===== config.mk =====
export PLATFORM = sky130hd
export DESIGN_NAME = traffic_light_multi
export DESIGN_NICKNAME = d
export VERILOG_FILES = /design/src/rtl/traffic_light_pkg.sv /design/src/rtl/traffic_light_multi_phase_timer.sv /design/src/rtl/traffic_light_multi.sv
export SDC_FILE = /design/constraint.sdc
export NUM_CORES = 1
export LEC_CHECK = 0
export CELL_PAD_IN_SITES_DETAIL_PLACEMENT = 0
export CELL_PAD_IN_SITES_GLOBAL_PLACEMENT = 1
export CORE_MARGIN = 4
export CORE_UTILIZATION = 44
export DETAILED_ROUTE_END_ITERATION = 7
export GPL_TIMING_DRIVEN = 0
export PLACE_DENSITY = 0.8
export SLEW_MARGIN = 20
export SYNTH_ARGS = -nofsm -noshare
export SYNTH_HDL_FRONTEND = slang
export SYNTH_SLANG_ARGS = --single-unit

===== constraint.sdc =====
create_clock -name clk -period 4.2 [get_ports clk]
set_clock_uncertainty 0.1 [all_clocks]
set_input_delay 0.63 -clock clk [delete_from_list [all_inputs] [get_ports clk]]
set_output_delay 0.63 -clock clk [all_outputs]
set_load 0.03 [all_outputs]

===== src/rtl/traffic_light_pkg.sv =====
// Shared phase encodings and the phase -> duration selector for the intersection controller.
package traffic_light_pkg;

    localparam logic [1:0] PH_GREEN  = 2'b00;
    localparam logic [1:0] PH_YELLOW = 2'b01;
    localparam logic [1:0] PH_ALLRED = 2'b10;
    localparam logic [1:0] PH_FLASH  = 2'b11;

    function automatic int unsigned phase_cycles(
        input logic [1:0]  ph,
        input int unsigned green_cyc,
        input int unsigned yellow_cyc,
        input int unsigned allred_cyc,
        input int unsigned flash_cyc
    );
        case (ph)
            PH_GREEN:  return green_cyc;
            PH_YELLOW: return yellow_cyc;
            PH_ALLRED: return allred_cyc;
            default:   return flash_cyc;
        endcase
    endfunction

endpackage


===== src/rtl/traffic_light_multi_phase_timer.sv =====
// Phase timer: up-counter with clear, enable and saturate; terminal flags the last cycle of a phase.
module phase_timer #(
    parameter int CNT_W = 32
)(
    input  logic             clk,
    input  logic             rst,
    input  logic             clr,
    input  logic             en,
    input  logic             sat,
    input  logic [CNT_W-1:0] limit,
    output logic             terminal
);

    logic [CNT_W-1:0] count_q;
    logic [CNT_W-1:0] count_d;

    always_comb begin
        count_d = count_q;
        if (clr) begin
            count_d = '0;
        end else if (en && !sat) begin
            count_d = count_q + CNT_W'(1);
        end
    end

    always_ff @(posedge clk) begin
        if (rst) begin
            count_q <= '0;
        end else begin
            count_q <= count_d;
        end
    end

    assign terminal = (count_q == (limit - CNT_W'(1)));

endmodule


===== src/rtl/traffic_light_multi.sv =====
// N-way round-robin intersection controller with all-red clearance, pause and green hold.
// Optional flash mode is compiled in when TRAFFIC_LIGHT_FLASH_EN is defined.
//
// phase     | meaning
// PH_GREEN  | active_way green, all other ways red
// PH_YELLOW | active_way yellow, all other ways red
// PH_ALLRED | clearance, every way red; exits to the next way's green
// PH_FLASH  | all yellows blink together, no red or green (flash build only)
module traffic_light_multi
    import traffic_light_pkg::*;
#(
    parameter int unsigned NUM_WAYS      = 3,
    parameter int unsigned GREEN_CYCLES  = 480_000_000,
    parameter int unsigned YELLOW_CYCLES = 80_000_000,
    parameter int unsigned ALLRED_CYCLES = 32_000_000,
    parameter int unsigned FLASH_CYCLES  = 8_000_000,
    parameter int          CNT_W         = 32,
    localparam int         WAY_W         = (NUM_WAYS > 1) ? $clog2(NUM_WAYS) : 1
)(
    input  logic                clk,
    input  logic                rst,
    input  logic                enable,
    input  logic                hold,
`ifdef TRAFFIC_LIGHT_FLASH_EN
    input  logic                flash,
`endif
    output logic [NUM_WAYS-1:0] red,
    output logic [NUM_WAYS-1:0] yellow,
    output logic [NUM_WAYS-1:0] green,
    output logic [WAY_W-1:0]    active_way,
    output logic [1:0]          phase
);

    logic [1:0]          phase_q,    phase_d;
    logic [WAY_W-1:0]    way_q,      way_d;
    logic                first_q,    first_d;
    logic                flash_on_q, flash_on_d;
    logic [NUM_WAYS-1:0] red_q,      red_d;
    logic [NUM_WAYS-1:0] yellow_q,   yellow_d;
    logic [NUM_WAYS-1:0] green_q,    green_d;

    logic             flash_req;
    logic             phase_bad;
    logic             illegal;
    logic [WAY_W-1:0] way_next;
    logic             tmr_clr;
    logic             tmr_sat;
    logic             tmr_term;
    logic [CNT_W-1:0] tmr_limit;
    logic [NUM_WAYS-1:0] way_oh;

`ifdef TRAFFIC_LIGHT_FLASH_EN
    assign flash_req = flash;
    assign phase_bad = 1'b0;
`else
    assign flash_req = 1'b0;
    assign phase_bad = (phase_q == PH_FLASH);
`endif

    assign illegal   = phase_bad || ({1'b0, way_q} >= (WAY_W+1)'(NUM_WAYS));
    assign way_next  = (way_q == WAY_W'(NUM_WAYS - 1)) ? '0 : way_q + 1'b1;
    assign tmr_limit = CNT_W'(phase_cycles(phase_q, GREEN_CYCLES, YELLOW_CYCLES,
                                           ALLRED_CYCLES, FLASH_CYCLES));

    phase_timer #(
        .CNT_W (CNT_W)
    ) u_timer (
        .clk      (clk),
        .rst      (rst),
        .clr      (tmr_clr),
        .en       (enable),
        .sat      (tmr_sat),
        .limit    (tmr_limit),
        .terminal (tmr_term)
    );

    // first_q marks the post-reset clearance, which hands green to way 0 instead of way+1.
    always_comb begin
        phase_d    = phase_q;
        way_d      = way_q;
        first_d    = first_q;
        flash_on_d = flash_on_q;
        tmr_clr    = 1'b0;
        tmr_sat    = 1'b0;
        if (illegal) begin
            phase_d    = PH_ALLRED;
            way_d      = '0;
            first_d    = 1'b1;
            flash_on_d = 1'b0;
            tmr_clr    = 1'b1;
        end else if (enable) begin
            if (flash_req && (phase_q != PH_FLASH)) begin
                phase_d    = PH_FLASH;
                flash_on_d = 1'b1;
                first_d    = 1'b0;
                tmr_clr    = 1'b1;
            end else if (!flash_req && (phase_q == PH_FLASH)) begin
                phase_d    = PH_ALLRED;
                flash_on_d = 1'b0;
                tmr_clr    = 1'b1;
            end else if (tmr_term) begin
                case (phase_q)
                    PH_GREEN: begin
                        if (hold) begin
                            tmr_sat = 1'b1;
                        end else begin
                            phase_d = PH_YELLOW;
                            tmr_clr = 1'b1;
                        end
                    end
                    PH_YELLOW: begin
                        phase_d = PH_ALLRED;
                        tmr_clr = 1'b1;
                    end
                    PH_ALLRED: begin
                        phase_d = PH_GREEN;
                        tmr_clr = 1'b1;
                        first_d = 1'b0;
                        if (!first_q) begin
                            way_d = way_next;
                        end
                    end
                    default: begin
                        flash_on_d = !flash_on_q;
                        tmr_clr    = 1'b1;
                    end
                endcase
            end
        end
    end

    always_comb begin
        way_oh   = NUM_WAYS'(1) << way_d;
        red_d    = '1;
        yellow_d = '0;
        green_d  = '0;
        case (phase_d)
            PH_GREEN: begin
                red_d   = ~way_oh;
                green_d = way_oh;
            end
            PH_YELLOW: begin
                red_d    = ~way_oh;
                yellow_d = way_oh;
            end
            PH_FLASH: begin
                red_d    = '0;
                yellow_d = {NUM_WAYS{flash_on_d}};
            end
            default: begin
                red_d = '1;
            end
        endcase
    end

    always_ff @(posedge clk) begin
        if (rst) begin
            phase_q    <= PH_ALLRED;
            way_q      <= '0;
            first_q    <= 1'b1;
            flash_on_q <= 1'b0;
            red_q      <= '1;
            yellow_q   <= '0;
            green_q    <= '0;
        end else begin
            phase_q    <= phase_d;
            way_q      <= way_d;
            first_q    <= first_d;
            flash_on_q <= flash_on_d;
            red_q      <= red_d;
            yellow_q   <= yellow_d;
            green_q    <= green_d;
        end
    end

    assign red        = red_q;
    assign yellow     = yellow_q;
    assign green      = green_q;
    assign active_way = way_q;
    assign phase      = phase_q;

endmodule


# Word-level counts from Yosys, hierarchy flattened
# Cells that the tools add are included.
# classes
n_lt_le_gt_ge	1
mux	33
reduce_logical	12
bitwise_logic	3
addsub	3
n_eq_ne	7
n_shift	1
# op_table
cell	n
one-hot mux 29 bit (3 select lines)	1
adder 32 x 1 -> 32 bit, second input constant	1
equality test 32 bit	1
subtractor 29 x 1 -> 30 bit, second input constant	1
two-way mux 2 bit	12
two-way mux 1 bit	17
one-hot mux 3 bit (2 select lines)	2
equality test 2 bit, second input constant	4
OR reduction 2 bit	4
one-hot mux 2 bit (3 select lines)	1
equality test 2 x 1 -> 1 bit, second input constant	2
logical NOT 2 bit	2
AND reduction 4 bit	1
NOT 3 bit	1
OR reduction 3 bit	1
left shift 1 x 2 -> 3 bit, first input constant	1
adder 2 x 1 -> 2 bit, second input constant	1
>= comparator 2 bit, second input constant	1
logical NOT 1 bit	2
NOT 1 bit	2
logical AND 1 bit	1
logical OR 1 bit	1
# totals
inputBits	4
output_inout_bits	13
elab_cells	68
ff_bits	47

# Depth between registers and ports, before layout
# logic_depth
word_depth	11
ltp_mapped	13
depth_no_buf	10

# By module
# Synthesis repeated with hierarchy kept, for this count alone.
# unflattened
cells_unflattened	415
area_unflattened_um2	3328.2
# modules_own_cells
module	cells_each	n_inst	seq_area_each_um2	area_each_um2
phase_timer	333	1	640.6	2585.0
traffic_light_multi	82	1	300.3	743.2

# Worst setup path before layout
# OpenSTA, ideal clock, no wires.
# synth_timing
kind	register to register
from	reg phase_q[0], in the netlist phase[0]
to	reg red_q[0], in the netlist red[0]
period_less_slack_ns	3.691
slack_ns	0.509
stages_incl_launch_ff	13
t_required_ns	3.980
t_arrival_ns	3.471
n_path_buf	2
setup_time_ns	0.120
path_cell_list	dfxtp_1 -> inv_1 -> ha_1 -> buf_6 -> or4b_1 -> a222oi_1 -> nand2_1 -> or4_1 -> buf_2 -> o41a_1 -> mux2_4 -> and3_4 -> a211o_1
# synth_via
elab_chain_len	11
elab_cells_between_ends	26
# synth_rtl
item	line	source
start, declared	traffic_light_multi.sv:34	logic [1:0] phase_q, phase_d;
start signal, assigned	traffic_light_multi.sv:166	phase_q <= phase_d;
equality test 2 bit (tied with other cells)	traffic_light_pkg.sv:16, traffic_light_multi.sv:102	
one-hot mux 29 bit (3 select lines)	traffic_light_pkg.sv:16	case (ph)
subtractor 29 x 1 -> 30 bit	traffic_light_multi_phase_timer.sv:34	assign terminal = (count_q == (limit - CNT_W'(1)));
equality test 32 bit	traffic_light_multi_phase_timer.sv:34	
two-way mux 2 bit	traffic_light_multi.sv:101	end else if (tmr_term) begin
two-way mux 2 bit	traffic_light_multi.sv:97	end else if (!flash_req && (phase_q == PH_FLASH)) begin
two-way mux 2 bit	traffic_light_multi.sv:91	end else if (enable) begin
two-way mux 2 bit	traffic_light_multi.sv:85	if (illegal) begin
equality test 2 x 1 -> 1 bit (tied with other cells)	traffic_light_multi.sv:137	case (phase_d)
OR reduction 2 bit (no source line) or NOT 3 bit (tied branches)	-	
one-hot mux 3 bit (2 select lines) *	traffic_light_multi.sv:137	
end signal, assigned	traffic_light_multi.sv:170	red_q <= red_d;
end, declared	traffic_light_multi.sv:38	logic [NUM_WAYS-1:0] red_q, red_d;
# Every way passes the cells marked *; elsewhere a longest branch is shown, timed or not.
# A chain may end at the register's enable or synchronous reset.

# Final worst setup path
# layout_timing
from	reg phase_q[1], in the netlist phase[1]
to	reg u_timer.count_q[12]
# layout_via
elab_chain_len	10
elab_cells_between_ends	21
# layout_rtl
item	line	source
equality test 2 bit (tied with other cells)	traffic_light_pkg.sv:16	
one-hot mux 29 bit (3 select lines)	traffic_light_pkg.sv:16	
subtractor 29 x 1 -> 30 bit	traffic_light_multi_phase_timer.sv:34	
equality test 32 bit	traffic_light_multi_phase_timer.sv:34	
two-way mux 1 bit	traffic_light_multi.sv:101	
two-way mux 1 bit	traffic_light_multi.sv:97	
two-way mux 1 bit	traffic_light_multi.sv:91	
two-way mux 1 bit	traffic_light_multi.sv:85	
logical NOT 1 bit	traffic_light_multi_phase_timer.sv:21	end else if (en && !sat) begin
logical AND 1 bit	traffic_light_multi_phase_timer.sv:21	
end signal, assigned	traffic_light_multi_phase_timer.sv:30	count_q <= count_d;
end, declared	traffic_light_multi_phase_timer.sv:14	logic [CNT_W-1:0] count_q;
# Several ways; a longest one is shown, not always the timed one.

==> flow_summary.rst <==
.. list-table::
   :header-rows: 1

   * - Metric
     - Value
   * - Starting utilization of the core area
     - between 40% and 50%
   * - Worst-Skew Late Latency
     - 0.30 ns
   * - Synth top area share
     - roughly 38%
   * - Crit Path Category
     - reg -> reg
   * - Largest net degree at the start of global routing
     - 15
   * - GRT Overall Usage
     - 16.9%
   * - Die outline height
     - roughly 83 um
   * - Max Transition Viols Final
     - 0
   * - Setup Viol. Count Final
     - 0
   * - Kind of start point of the critical path
     - flop
   * - Number of DRC markers in iteration 0
     - between 90 and 100
   * - Most common library cell in the layout ignoring fill and taps
     - sky130_fd_sc_hd__dfxtp_1
   * - Core Box Area
     - 5510 um2
   * - Power density over cell area
     - 286 nW/um2
   * - RSZ-0062 raised after global routing
     - no
   * - Netlist cell types
     - 50
   * - CTS buffer count
     - 5
   * - # fillers
     - between 500 and 600
   * - Synth top area cells
     - sky130_fd_sc_hd__dfxtp_1 (38%), sky130_fd_sc_hd__xnor2_1 (12%), sky130_fd_sc_hd__nor2_1 (6.8%), sky130_fd_sc_hd__ha_1 (4.0%), sky130_fd_sc_hd__nor4_1 (3.8%)
   * - Number of levels the H-tree was split into
     - 2
   * - Post-synth EDFFs
     - 0
   * - Number of sinks driven by the clock tree
     - 47
   * - PortBufs
     - 14
   * - Via count of the first global-routing pass
     - about 2000
   * - Cell leakage power
     - 0.000957 uW
   * - GR Overflow Total
     - 0
   * - Yosys warning total
     - 0
   * - Arrival time of the worst setup path
     - about 3.9 ns
   * - Leading register cell type out of synthesis
     - sky130_fd_sc_hd__dfxtp_1
   * - Worst Reg-to-Reg Cells
     - 12
   * - Post-Route Setup TNS
     - 0 ns
   * - Share of the clock period used by the worst path
     - 90.3%
   * - Multi-input combinational cell area
     - 1470 um2
   * - Most frequent cells in the layout
     - sky130_fd_sc_hd__dfxtp_1 (47), sky130_fd_sc_hd__nor2_1 (45), sky130_fd_sc_hd__xnor2_1 (33)
   * - Number of synthesized register bits
     - 47
   * - Final Critical Period
     - around 3.8 ns
   * - Basic-gate share of the synthesized area counting and, or, nand and nor cells
     - 30.0%
   * - Hold Buf Count CTS
     - 0
   * - Number of antenna repair diodes
     - 0
   * - Chip width
     - between 80 and 90 um
   * - Worst min-delay path class
     - reg -> reg
   * - Die footprint
     - approximately 7000 um2
   * - Max cap viols
     - 0
   * - Fraction of layout instances using a drive strength above 1
     - around 6.4%
   * - IR drop worst, VDD
     - 114 uV
   * - Startpoint of the worst-slack reg-to-reg timing path
     - phase[1]
   * - Antenna violations before repair
     - 0
   * - Post-synthesis share of cell area spent on full adders, half adders and majority gates
     - approximately 4.0%
   * - Overall via count from detail_route
     - approximately 2100
   * - Fraction of synthesized area in multiplexers
     - about 2.0%
   * - Synth Area per Inst
     - 8.57 um2
   * - Biggest fanout along the worst timing path
     - 10
   * - Worst slew margin relative to its limit
     - 36.3%
   * - Wire length of the first global-routing pass
     - roughly 9600 um
   * - Critical R2R Capture
     - u_timer.count_q[12]
   * - Portion of the post-synthesis area used by sequential elements
     - between 30% and 40%
   * - Async SR Flop Fraction
     - 0%
   * - Overall power consumption
     - roughly 810 uW
   * - Length of the first detailed-routing pass in iterations
     - 4
   * - Placed instance area
     - approximately 2700 um2
   * - DRC
     - 0
   * - Cell type contributing the most total cell area after synthesis
     - sky130_fd_sc_hd__dfxtp_1
   * - Longest Clk Path Bufs
     - 2
   * - F_max
     - about 260 MHz
   * - Avg Vias per Cell
     - 5.39
   * - # IOs
     - 17
   * - XOR/XNOR Fraction of Synth Area
     - between 10% and 20%
   * - Count of antenna-violating nets left after detailed routing
     - 0
   * - CP Capture Point
     - u_timer.count_q[12]
   * - Detailed Route WL
     - ~5600 um
   * - Data required time at the worst endpoint
     - about 4.3 ns
   * - Clock root buffer
     - sky130_fd_sc_hd__clkbuf_8
   * - Net Count, Synth
     - between 300 and 400
   * - Sequential standard cell area
     - between 900 and 1000 um2
   * - Total Nets Final
     - 325
   * - Compound-Gate Fraction of Synth Area
     - roughly 8.3%
   * - Outcome
     - finished clean
   * - Final standard cell area without fillers
     - between 2000 and 3000 um2
   * - Clock-pin slew of the registers on the worst-case setup and hold paths
     - roughly 0.09 ns
   * - Half-perimeter wire length after placement
     - around 4100 um
   * - Area overhead of the layout relative to synthesis
     - 13.9%
   * - Gate count of the mapped netlist
     - roughly 290
   * - First element of the critical path
     - phase[1]
   * - Transition time of the tightest slew-check pin
     - 0.952 ns
   * - Core Rows
     - 27
   * - CP endpoint kind
     - flop
   * - Worst R2R Setup Slack
     - approximately 0.4 ns
   * - Combinational family with the most area after synthesis
     - simple AND/OR/NAND/NOR gates
   * - TritonCTS clock tree
     - built
   * - Fin. Hold Viols
     - 0
   * - Final cell utilization of the core
     - 51.7%
   * - CTS-repair resized insts
     - 0
   * - Routed WL per cell
     - 14.5 um
   * - Syn Std Cell Area
     - 2500 um2
   * - Worst hold margin
     - approximately 0.4 ns
   * - Post-CTS setup repair buffer count
     - 0
   * - Weighted congestion at the end of routability-driven global placement
     - 0.834
critical path: stages (launching register included):
cell,delay [ns]
sky130_fd_sc_hd__dfxtp_1,0.50
sky130_fd_sc_hd__inv_1,0.15
sky130_fd_sc_hd__ha_1,0.31
sky130_fd_sc_hd__or3_1,0.39
sky130_fd_sc_hd__a21o_1,0.19
sky130_fd_sc_hd__xnor2_1,0.11
sky130_fd_sc_hd__or4_1,0.50
sky130_fd_sc_hd__buf_2,0.18
sky130_fd_sc_hd__o21ai_1,0.53
sky130_fd_sc_hd__buf_2,0.37
sky130_fd_sc_hd__nor4_1,0.10
sky130_fd_sc_hd__xnor2_1,0.18
sky130_fd_sc_hd__nor2_1,0.05
cell type report:
class | instances | area share (%)
plain buffers | 12 | 2.06
clock buffers | 6 | 2.90
multi-input cells | 224 | 51.5
well taps | 72 | 3.16
repair buffers | 14 | 4.92
clock inverters | 2 | 1.23
inverters | 9 | 1.19
flip-flops and latches | 47 | 33.0
Yosys cell counts (all sizes together) (2+ instances only):
master   number
dfxtp        47
nor2         45
xnor2        33
nand2        16
nor4         16
nand3        11
inv           9
a21oi         8
and3          8
ha            8
xor2          8
nor3          7
o21ai         7
or3           7
buf           6
clkbuf        6
and4          4
nor3b         4
nand2b        3
nand4         3
nand4b        3
o2111ai       3
o21bai        3
and2          2
mux2          2
mux2i         2
nand3b        2
nor2b         2
o21a          2
or2           2
metal layers:
metal	part of all wire [%]	vias up	GRT usage (%)	wire, um
li1	-	1066	-	-
met1	48	956	22.6	2670
met2	45	50	26.9	2520
met3	4.6	10	3.37	257
met4	2.5	0	6.39	140
met5	0	-	0	0
worst min-delay path by stage:
stage / endpoint / start / cells past startpoint / slack, ns
2_1_floorplan: flash_on_q / flash_on_q / 1 / 0.35
3_3_place_gp: flash_on_q / flash_on_q / 1 / 0.38
3_5_place_dp: flash_on_q / flash_on_q / 1 / 0.38
4_1_cts: flash_on_q / flash_on_q / 1 / 0.40
5_1_grt: flash_on_q / flash_on_q / 1 / 0.41
6_report: flash_on_q / flash_on_q / 1 / 0.40
kinds of logic after synthesis:
group,after synthesis
simple gates,140
flops,47
xor+xnor,41
compound gates,31
buf+inv,21
fa+ha+maj,8
mux,4
where the power goes:
part           switching (uW)  leakage, uW  internal [uW]
logic                    13.7     0.000516           6.28
clock network             153    0.0000612            193
registers                1.76     0.000379            447
total                     169     0.000956            646
stage by stage:
stage | setup WS [ns] | instances
2_1_floorplan | 0.509 | 292
3_3_place_gp | 0.379 | 378
3_5_place_dp | 0.422 | 378
4_1_cts | 0.392 | 386
5_1_grt | 0.121 | 386
6_report | 0.407 | 386
flip-flops by register name (all words and copies together), names as in the netlist:
name	count
u_timer.count_q	32
red	3
first_q	1
yellow	3
active_way	2
phase	2
flash_on_q	1
green	3
Note: power is estimated with default switching activity, not from simulation.
